[config.mk]
export PLATFORM = sky130hd
export DESIGN_NAME = fp_addsub_seq
export DESIGN_NICKNAME = d
export VERILOG_FILES = /design/src/rtl/fp_addsub_seq.sv
export SDC_FILE = /design/constraint.sdc
export NUM_CORES = 1
export LEC_CHECK = 0
export CAP_MARGIN = 20
export CORE_MARGIN = 4
export CORE_UTILIZATION = 25
export DETAILED_ROUTE_END_ITERATION = 12
export PLACE_DENSITY = 0.52
export SETUP_SLACK_MARGIN = 0.4
export SKIP_CTS_REPAIR_TIMING = 1
export SYNTH_ARGS = -nofsm -noshare
export SYNTH_HDL_FRONTEND = slang
export SYNTH_SLANG_ARGS = --single-unit
[constraint.sdc]
create_clock -name clk -period 17.8 [get_ports clk]
set_clock_uncertainty 0.1 [all_clocks]
set_input_delay 1.78 -clock clk [delete_from_list [all_inputs] [get_ports clk]]
set_output_delay 1.78 -clock clk [all_outputs]
set_load 0.01 [all_outputs]
[src/rtl/fp_addsub_seq.sv]
// fp_addsub_seq: multi-cycle floating-point add/sub/compare/move unit with
// round-to-nearest-even and a start/busy/done handshake.
module fp_addsub_seq #(
    parameter int EXP_W = 8,
    parameter int MAN_W = 23
) (
    input  logic                 clk,
    input  logic                 rst,
    input  logic                 start,
    input  logic [3:0]           fpu_op,
    input  logic [EXP_W+MAN_W:0] a,
    input  logic [EXP_W+MAN_W:0] b,
    output logic                 busy,
    output logic                 done,
    output logic [EXP_W+MAN_W:0] result,
    output logic                 fp_cc,
    output logic                 invalid,
    output logic                 overflow,
    output logic                 underflow
);
    localparam int W = 1 + EXP_W + MAN_W;
    localparam int X = MAN_W + 4;
    localparam logic [EXP_W-1:0] EMAX = '1;
    localparam logic [W-1:0] QNAN = {1'b0, EMAX, 1'b1, {(MAN_W-1){1'b0}}};

    typedef enum logic [2:0] {IDLE, ALIGN, ADD, NORM, ROUND, DONE} state_t;

    state_t state_q, state_d;
    logic [3:0] op_q, op_d;
    logic [W-1:0] a_q, a_d, b_q, b_d, result_q, result_d;
    logic fp_cc_q, fp_cc_d, invalid_q, invalid_d, overflow_q, overflow_d;
    logic underflow_q, underflow_d, done_q, done_d;
    logic sign_q, sign_d, sub_q, sub_d, zero_q, zero_d;
    logic [EXP_W:0] exp_q, exp_d;
    logic [X-1:0] sig_q, sig_d, sml_q, sml_d;

    // Compare and mov resolve from the ports so their result lands on the accepting edge.
    logic in_nan, in_zero, mag_lt, mag_gt, c_eq, c_lt, in_add, in_cmp;
    assign in_nan = (&a[W-2:MAN_W] & |a[MAN_W-1:0]) | (&b[W-2:MAN_W] & |b[MAN_W-1:0]);
    assign in_zero = ~|a[W-2:0] & ~|b[W-2:0];
    assign mag_lt = a[W-2:0] < b[W-2:0];
    assign mag_gt = a[W-2:0] > b[W-2:0];
    assign c_eq = ~in_nan & ((a == b) | in_zero);
    assign c_lt = ~in_nan & ~in_zero & ((a[W-1] != b[W-1]) ? a[W-1] : (a[W-1] ? mag_gt : mag_lt));
    assign in_add = (fpu_op == 4'd1) | (fpu_op == 4'd2);
    assign in_cmp = (fpu_op == 4'd3) | (fpu_op == 4'd4) | (fpu_op == 4'd5);

    logic is_add, a_nan, b_nan, a_inf, b_inf, spec, spec_inv, swap;
    logic [W-1:0] bx, spec_word;
    logic [EXP_W-1:0] ae, be, big_e, sml_e, dif;
    logic [MAN_W-1:0] af, bf;
    logic [X-1:0] big_x, sml_x, sml_al;
    logic [2*X-1:0] sh;
    int sh_amt;
    assign is_add = (op_q == 4'd1) | (op_q == 4'd2);
    assign bx = {b_q[W-1] ^ (op_q == 4'd2), b_q[W-2:0]};
    assign ae = a_q[W-2:MAN_W];
    assign be = bx[W-2:MAN_W];
    assign af = (ae == '0) ? '0 : a_q[MAN_W-1:0];
    assign bf = (be == '0) ? '0 : bx[MAN_W-1:0];
    assign a_nan = &ae & |a_q[MAN_W-1:0];
    assign b_nan = &be & |bx[MAN_W-1:0];
    assign a_inf = &ae & ~|a_q[MAN_W-1:0];
    assign b_inf = &be & ~|bx[MAN_W-1:0];
    assign spec = a_nan | b_nan | a_inf | b_inf;
    assign spec_inv = a_nan | b_nan | (a_inf & b_inf & (a_q[W-1] != bx[W-1]));
    assign spec_word = spec_inv ? QNAN : (a_inf ? a_q : bx);
    assign swap = {be, bf} > {ae, af};
    assign big_e = swap ? be : ae;
    assign sml_e = swap ? ae : be;
    assign big_x = swap ? {|be, bf, 3'b000} : {|ae, af, 3'b000};
    assign sml_x = swap ? {|ae, af, 3'b000} : {|be, bf, 3'b000};
    assign dif = big_e - sml_e;
    assign sh_amt = (int'(dif) > X) ? X : int'(dif);
    // Everything shifted below the round bit collapses into sticky.
    assign sh = {sml_x, {X{1'b0}}} >> sh_amt;
    assign sml_al = {sh[2*X-1:X+1], |sh[X:0]};

    logic [X:0] sum;
    assign sum = sub_q ? {1'b0, sig_q} - {1'b0, sml_q} : {1'b0, sig_q} + {1'b0, sml_q};

    logic inc, ovf;
    logic [MAN_W+1:0] m;
    logic [EXP_W:0] exp_r;
    logic [MAN_W-1:0] frac_r;
    assign inc = sig_q[2] & (sig_q[1] | sig_q[0] | sig_q[3]);
    assign m = {1'b0, sig_q[X-1:3]} + {{(MAN_W+1){1'b0}}, inc};
    assign exp_r = exp_q + {{EXP_W{1'b0}}, m[MAN_W+1]};
    assign frac_r = m[MAN_W+1] ? m[MAN_W:1] : m[MAN_W-1:0];
    assign ovf = exp_r >= {1'b0, EMAX};

    always_comb begin
        state_d = state_q;
        op_d = op_q;
        a_d = a_q;
        b_d = b_q;
        result_d = result_q;
        fp_cc_d = fp_cc_q;
        invalid_d = invalid_q;
        overflow_d = overflow_q;
        underflow_d = underflow_q;
        done_d = 1'b0;
        sign_d = sign_q;
        sub_d = sub_q;
        zero_d = zero_q;
        exp_d = exp_q;
        sig_d = sig_q;
        sml_d = sml_q;
        case (state_q)
            IDLE: if (start && !done_q) begin
                op_d = fpu_op;
                a_d = a;
                b_d = b;
                state_d = in_add ? ALIGN : DONE;
                result_d = (fpu_op == 4'd6) ? a : '0;
                fp_cc_d = (fpu_op == 4'd3) ? c_eq : (fpu_op == 4'd4) ? c_lt : (fpu_op == 4'd5) ? (c_lt | c_eq) : 1'b0;
                invalid_d = in_cmp ? in_nan : !(in_add || fpu_op == 4'd6);
                overflow_d = 1'b0;
                underflow_d = 1'b0;
            end
            ALIGN: begin
                sign_d = swap ? bx[W-1] : a_q[W-1];
                sub_d = a_q[W-1] ^ bx[W-1];
                exp_d = {1'b0, big_e};
                sig_d = big_x;
                sml_d = sml_al;
                state_d = ADD;
            end
            ADD: begin
                sig_d = sum[X] ? {sum[X:2], sum[1] | sum[0]} : sum[X-1:0];
                exp_d = exp_q + {{EXP_W{1'b0}}, sum[X]};
                zero_d = (sum == '0);
                sign_d = sign_q & (sum != '0);
                state_d = NORM;
            end
            NORM: if (!sig_q[X-1] && exp_q > {{EXP_W{1'b0}}, 1'b1} && !spec && !zero_q) begin
                sig_d = {sig_q[X-2:0], 1'b0};
                exp_d = exp_q - {{EXP_W{1'b0}}, 1'b1};
            end else begin
                state_d = ROUND;
            end
            ROUND: begin
                state_d = DONE;
                done_d = 1'b1;
                if (spec) begin
                    result_d = spec_word;
                    invalid_d = spec_inv;
                end else if (zero_q) begin
                    result_d = '0;
                end else if (!sig_q[X-1]) begin
                    result_d = {sign_q, {(W-1){1'b0}}};
                    underflow_d = 1'b1;
                end else if (ovf) begin
                    result_d = {sign_q, EMAX, {MAN_W{1'b0}}};
                    overflow_d = 1'b1;
                end else begin
                    result_d = {sign_q, exp_r[EXP_W-1:0], frac_r};
                end
            end
            DONE: begin
                state_d = IDLE;
                done_d = !is_add;
            end
            default: state_d = IDLE;
        endcase
    end

    always_ff @(posedge clk or posedge rst) begin
        if (rst) begin
            state_q <= IDLE;
            op_q <= '0;
            a_q <= '0;
            b_q <= '0;
            result_q <= '0;
            fp_cc_q <= 1'b0;
            invalid_q <= 1'b0;
            overflow_q <= 1'b0;
            underflow_q <= 1'b0;
            done_q <= 1'b0;
            sign_q <= 1'b0;
            sub_q <= 1'b0;
            zero_q <= 1'b0;
            exp_q <= '0;
            sig_q <= '0;
            sml_q <= '0;
        end else begin
            state_q <= state_d;
            op_q <= op_d;
            a_q <= a_d;
            b_q <= b_d;
            result_q <= result_d;
            fp_cc_q <= fp_cc_d;
            invalid_q <= invalid_d;
            overflow_q <= overflow_d;
            underflow_q <= underflow_d;
            done_q <= done_d;
            sign_q <= sign_d;
            sub_q <= sub_d;
            zero_q <= zero_d;
            exp_q <= exp_d;
            sig_q <= sig_d;
            sml_q <= sml_d;
        end
    end

    assign busy = (state_q != IDLE);
    assign done = done_q;
    assign result = result_q;
    assign fp_cc = fp_cc_q;
    assign invalid = invalid_q;
    assign overflow = overflow_q;
    assign underflow = underflow_q;
endmodule
==> results.md, run 1 <==
- Area of the placeable core: 60800 um^2
- Number of DRC violations after detailed-routing iteration 0: 1325
- Max Transition Viols Final: 0
- Cell repeated most along the worst path: buf_4
- Peak Freq: 115 MHz
- Result of the run: complete, no violations
- Post-Syn Area per Cell: 7.85 um^2
- Average via count per standard cell: 5.52
- Worst setup path category: register to register
- Antenna violations before repair: 5
- Cell count after synthesis: 1971
- Commonest register cell after synthesis: dfrtp_1
- Share of post-route cells with drive strength above 1: 6.80%
- Wire length the detailed router placed on met1: 27100 um
- Worst-Margin Slew: 1.07 ns
- Number of I/O port buffers: 108
- Post-detail-place hpwl: 47100 um
- First-pass GRT wire length: 91300 um
- Max stage delay on crit path: 0.65 ns
- Boundary Pins: 109
- Most common library cell in the layout ignoring fill and taps: nand2_1
- Reg clk slew, reported paths: 0.08 ns
- Largest driver fanout on the critical path: 50
- Endpoints failing setup: 0
- Number of distinct library cell variants in the gate-level netlist after synthesis: 86
- Worst flop-to-flop path startpoint: b_q[24]$_DFFE_PP0P_
- Final period demand of the worst path: 8.70 ns
- Routed wire per std cell: 21.7 um
- Total Die Area: 65900 um^2
- Cell family with the largest share of critical-path delay: simple AND/OR/NAND/NOR gates
- Final core utilization: 29.4%
- Most frequent cells in the layout: nand2_1, nor2_1, dfrtp_1
- Critical path depth: 27
- Site row count: 90
- Number of buffers inserted during clock tree synthesis: 17
- Worst hold path depth: 2
- Post-route setup TNS: 0 ns
- Setup repair after global routing missed its margin: no
- Antenna Violating Nets Remaining: 0
- Min-Delay Startpoint: result[20]$_DFFE_PP0P_
- Part of the cycle the worst path needs: 48.9%
- Reg-to-reg critical path endpoint: sml_q[0]$_DFFE_PP0P_
- Class of the most critical hold timing path: register to register
- First drt pass iteration count: 5
- Number of nets in the final layout: 2172
- Setup slack on the worst flop-to-flop path: 9.10 ns
- Worst-case headroom to the max-slew limit: 28.1%
- Synth Warn #: 0
- Hold endpoint: result[20]$_DFFE_PP0P_
- Via count of the first global-routing pass: 14.6k
- Nature of the critical path endpoint: register
- Width of the die: 257 um
- Final Hold Viols: 0
- Buffering stage count on the worst path with inverters included: 3
- Antenna cells: 0
- Net Count, Synth: 2141
- Post-synth EDFFs: 0
- Largest net degree at the start of global routing: 100
- WHS: 0.384 ns
- DRT Wirelength: 60600 um
- Residual DRC: 0
- DR top layer: met4
- Syn-to-layout area delta: 15.7%
- CTS HTree Levels: 4
- Proportion of synthesized flip-flops having asynchronous set or reset: 100%
- Die outline height: 257 um
- Clock Tree Buf Depth: 2
- Cell area after technology mapping: 15500 um^2
- Met3 WL post-DR: 4050 um
- DR vias: 15.4k
- Global placer's final weighted congestion: 0.943
- CTS tree: yes
- FF+latch count, synth: 174
- Number of sinks driven by the clock tree: 174
- Met2 WL post-DR: 28700 um
- Worst-path cell with the longest stage delay: a22oi_2
- Maximum capacitance violations: 0
- Insertion delay to the later sink of the worst-skew pair: 0.47 ns
- Worst Reg-to-Reg Cells: 27
- Arrival time of data at the critical path endpoint: 8.93 ns
- Root cell of the clock tree: clkbuf_16
- Critical Path RT: 18.03 ns
- Startpoint kind of the worst setup timing path: register
- Initial core utilization: 25.4%
- Proportion of synthesized chip area in sequential cells: 28.2%
- GRT overflow: 0
- Global-route total usage across every layer: 17.7%
- Critical Path Source: b_q[24]$_DFFE_PP0P_
## worst reg2reg max path: stages, from the launching register on
cell      delay [ns]
dfrtp_1         0.48
nor4_1          0.39
nand2_1         0.63
and2_1          0.45
ha_1            0.30
o21ai_0         0.12
o211ai_1        0.19
o211ai_1        0.14
a22oi_2         0.65
nor2_4          0.07
buf_4           0.33
nor2_1          0.17
a21oi_1         0.05
ha_1            0.26
or3_1           0.33
a211oi_1        0.36
nor3_2          0.09
buf_4           0.22
nor4_4          0.42
a211o_1         0.65
nor2_1          0.09
buf_4           0.24
and3_1          0.19
a2111o_1        0.38
mux2_2          0.30
or4_1           0.48
o41ai_1         0.37
a22oi_1         0.11
## cell usage after synthesis (5+ instances only)
| master | number | area, um^2 |
|---|---|---|
| a211oi_1 | 26 | 195 |
| a21boi_0 | 5 | 37.5 |
| a21o_1 | 26 | 195 |
| a21oi_1 | 134 | 671 |
| a221oi_1 | 41 | 359 |
| a22o_1 | 10 | 87.6 |
| a22oi_1 | 11 | 82.6 |
| a31oi_1 | 31 | 194 |
| and2_1 | 20 | 125 |
| and3_1 | 9 | 56.3 |
| buf_1 | 11 | 41.3 |
| buf_2 | 10 | 50.1 |
| buf_6 | 5 | 56.3 |
| clkbuf_1 | 91 | 342 |
| dfrtp_1 | 174 | 4350 |
| ha_1 | 98 | 1230 |
| inv_1 | 99 | 372 |
| mux2_2 | 51 | 574 |
| mux2i_1 | 45 | 450 |
| nand2_1 | 248 | 931 |
| nand2b_1 | 15 | 93.8 |
| nand3_1 | 45 | 225 |
| nand3b_1 | 5 | 37.5 |
| nand4_1 | 37 | 231 |
| nor2_1 | 179 | 672 |
| nor2b_1 | 19 | 119 |
| nor3_1 | 33 | 165 |
| nor4_1 | 46 | 288 |
| o211ai_1 | 14 | 105 |
| o21a_1 | 20 | 150 |
| o21ai_0 | 156 | 781 |
| o21ai_1 | 5 | 25.0 |
| o21bai_1 | 5 | 37.5 |
| o221ai_1 | 11 | 96.3 |
| o22a_1 | 5 | 43.8 |
| o22ai_1 | 25 | 156 |
| o31ai_1 | 21 | 158 |
| or2_2 | 6 | 37.5 |
| or3_1 | 15 | 93.8 |
| or4_1 | 5 | 37.5 |
| xnor2_1 | 59 | 517 |
| xor2_1 | 19 | 166 |
## stage by stage
stage | cells | cell area (um^2) | worst slack [ns]
4_1_cts | 2793 | 17800 | 9.15
6_report | 2797 | 17900 | 9.10
5_1_grt | 2797 | 17900 | 8.57
3_5_place_dp | 2761 | 17200 | 9.19
3_3_place_gp | 2761 | 17200 | 9.26
2_1_floorplan | 1971 | 15500 | 10.36
## worst max path at each step
stage | endpoint | slack (ns)
finish | sml_q[0]$_DFFE_PP0P_ | 9.10
global route | sml_q[0]$_DFFE_PP0P_ | 8.57
CTS | sml_q[0]$_DFFE_PP0P_ | 9.15
detailed placement | sml_q[0]$_DFFE_PP0P_ | 9.19
global placement | sml_q[0]$_DFFE_PP0P_ | 9.26
floorplan | sml_q[0]$_DFFE_PP0P_ | 10.36
## state kept, by name, summed over array words and instances (netlist names)
name and count:
overflow 1, sig_q 27, exp_q 9, invalid 1, sml_q 27, a_q 32, sign_q 1, state_q 3
underflow 1, fp_cc 1, sub_q 1, done 1, result 32, op_q 4, zero_q 1, b_q 32
## kinds of logic (layout without fill, tap and decap cells)
| kind of cell | after synthesis | after routing | share of synthesized area, % |
|---|---|---|---|
| and+or+nand+nor | 708 | 708 | 22.0 |
| AOI/OAI and AO/OA | 595 | 595 | 24.9 |
| buffers and inverters | 220 | 264 | 5.76 |
| DFF | 174 | 174 | 28.2 |
| adders and majority gates | 100 | 100 | 8.12 |
| muxes | 96 | 96 | 6.63 |
| xor gates and xnor gates | 78 | 78 | 4.42 |
## layer usage
layer / track usage [%] / vias to the layer above
met5: 0 / -
met4: 3.71 / 0
met3: 3.11 / 56
met2: 29.1 / 496
met1: 24.6 / 7595
li1: - / 7299
## layout make-up
cell class / count / area, um^2
flip-flops and latches: 174 / 4350
inverters: 99 / 377
clock inverters: 15 / 191
well taps: 782 / 978
multi-input cells: 1577 / 10300
clock buffers: 17 / 425
fillers: 6478 / 42900
repair buffers: 133 / 1310
Power of run 1 is left out: the tool's default activity adds up to more than one toggle a clock period on the data nets, which glitch-free logic cannot reach.
==> run 2, diff against run 1 <==
Settings changed: PLACE_DENSITY 0.52 to 0.53.
Clock period 17.8 ns to 7.72 ns, I/O delays scaled along.
==> results.md, run 2 (synthesis results as in run 1) <==
- Root cell of the clock tree: clkbuf_16
- Cell repeated most along the worst path: nand2_1
- Residual DRC: 0
- Reg clk slew, reported paths: 0.08 ns
- Routed wire per std cell: 21.5 um
- Sequential cell area in the final layout: 4350 um^2
- Average via count per standard cell: 5.51
- Post-route setup TNS: 0 ns
- Via count of the first global-routing pass: 14.7k
- Number of buffers inserted during clock tree synthesis: 17
- Share of post-route cells with drive strength above 1: 7.60%
- Peak Freq: 145 MHz
- Worst-case headroom to the max-slew limit: 20.0%
- GRT overflow: 0
- Global placer's final weighted congestion: 0.928
- Post-detail-place hpwl: 47200 um
- DR vias: 15.5k
- Setup repair after global routing missed its margin: no
- Total non-filler cell area in the finished layout: 18000 um^2
- Antenna cells: 0
- Initial core utilization: 25.4%
- Total Die Area: 65900 um^2
- Cell Count, Final, Fillers Out: 2809
- Worst setup path category: register to register
- Antenna violations before repair: 2
- Boundary Pins: 109
- Number of nets in the final layout: 2184
- Nature of the critical path endpoint: register
- Result of the run: complete, no violations
- Instance count after placement with tap cells included: 2775
- Endpoints failing setup: 0
- Max Transition Viols Final: 0
- DRT Wirelength: 60300 um
- Final Hold Viols: 0
- Multi-input combinational cell area: 10300 um^2
- Worst-Margin Slew: 1.19 ns
- Largest driver fanout on the critical path: 25
- Insertion delay to the later sink of the worst-skew pair: 0.47 ns
- Most common library cell in the layout ignoring fill and taps: nand2_1
- Number of sinks driven by the clock tree: 174
- Final period demand of the worst path: 6.87 ns
- First drt pass iteration count: 5
- Filler cell count: 6484
- Number of I/O port buffers: 108
- Most frequent cells in the layout: nand2_1, nor2_1, dfrtp_1
- CTS HTree Levels: 4
- First-pass GRT wire length: 91100 um
- Site row count: 90
- Area of the placeable core: 60800 um^2
- Global-route total usage across every layer: 17.6%
- Worst-path cell with the longest stage delay: or4b_1
- Startpoint kind of the worst setup timing path: register
- Die outline height: 257 um
- Class of the most critical hold timing path: register to register
- Antenna Violating Nets Remaining: 0
- Width of the die: 257 um
- Max stage delay on crit path: 0.51 ns
- Critical Path RT: 7.94 ns
- Instance area at placement: 17300 um^2
- Maximum capacitance violations: 0
- Largest net degree at the start of global routing: 97
- Arrival time of data at the critical path endpoint: 7.09 ns
- Part of the cycle the worst path needs: 89.0%
- Syn-to-layout area delta: 16.3%
- WHS: 0.389 ns
- CTS tree: yes
- Number of DRC violations after detailed-routing iteration 0: 1430
- Clock Tree Buf Depth: 2
-- run 2: metal layers --
metal	routed length [um]	track usage, %	up-vias	part of all wire, %
met1	26900	24.4	7596	45
met4	1170	4.12	4	1.9
met2	28500	29.2	504	47
met3	3760	2.62	76	6.2
li1	-	-	7304	-
met5	23	0	-	0.038
-- run 2: stage by stage --
stage | util (%) | setup slack [ns]
4_1_cts | 29.5 | 0.644
6_report | 29.6 | 0.846
3_5_place_dp | 28.5 | 0.684
3_3_place_gp | 28.5 | 0.801
5_1_grt | 29.6 | 0.402
2_1_floorplan | - | 0.411
-- run 2: cell type report --
class / count / share of cell area (%)
multi-input combinational: 1577 / 57.2
sequential: 174 / 24.2
timing repair buffer: 145 / 7.66
tap: 782 / 5.44
clock buffer: 17 / 2.36
inverter: 99 / 2.09
clock inverter: 15 / 1.08
-- run 2: worst max-delay path: cells and delay by family, from the launching register on --
family	cells	cell delay (ns)
buffers and inverters	1	0.24
AND/OR/NAND/NOR	9	1.89
AO/OA/AOI/OAI	14	2.92
multiplexers	2	0.47
flip-flops	1	0.49
adder cells (fa/ha/maj)	2	0.60
-- run 2: worst paths after layout --
| kind | start | end | slack, ns | cells after the start |
|---|---|---|---|---|
| min | result[20]$_DFFE_PP0P_ | result[20]$_DFFE_PP0P_ | 0.39 | 2 |
| min reg2reg | result[20]$_DFFE_PP0P_ | result[20]$_DFFE_PP0P_ | 0.39 | 2 |
| max reg2reg | b_q[24]$_DFFE_PP0P_ | sml_q[0]$_DFFE_PP0P_ | 0.85 | 28 |
| max in group asynchronous | rst | a_q[13]$_DFFE_PP0P_ | 5.56 | 3 |
| min in group asynchronous | rst | overflow$_DFFE_PP0P_ | 0.60 | 2 |
| max | b_q[24]$_DFFE_PP0P_ | sml_q[0]$_DFFE_PP0P_ | 0.85 | 28 |
Power of run 2 is left out for the same reason.
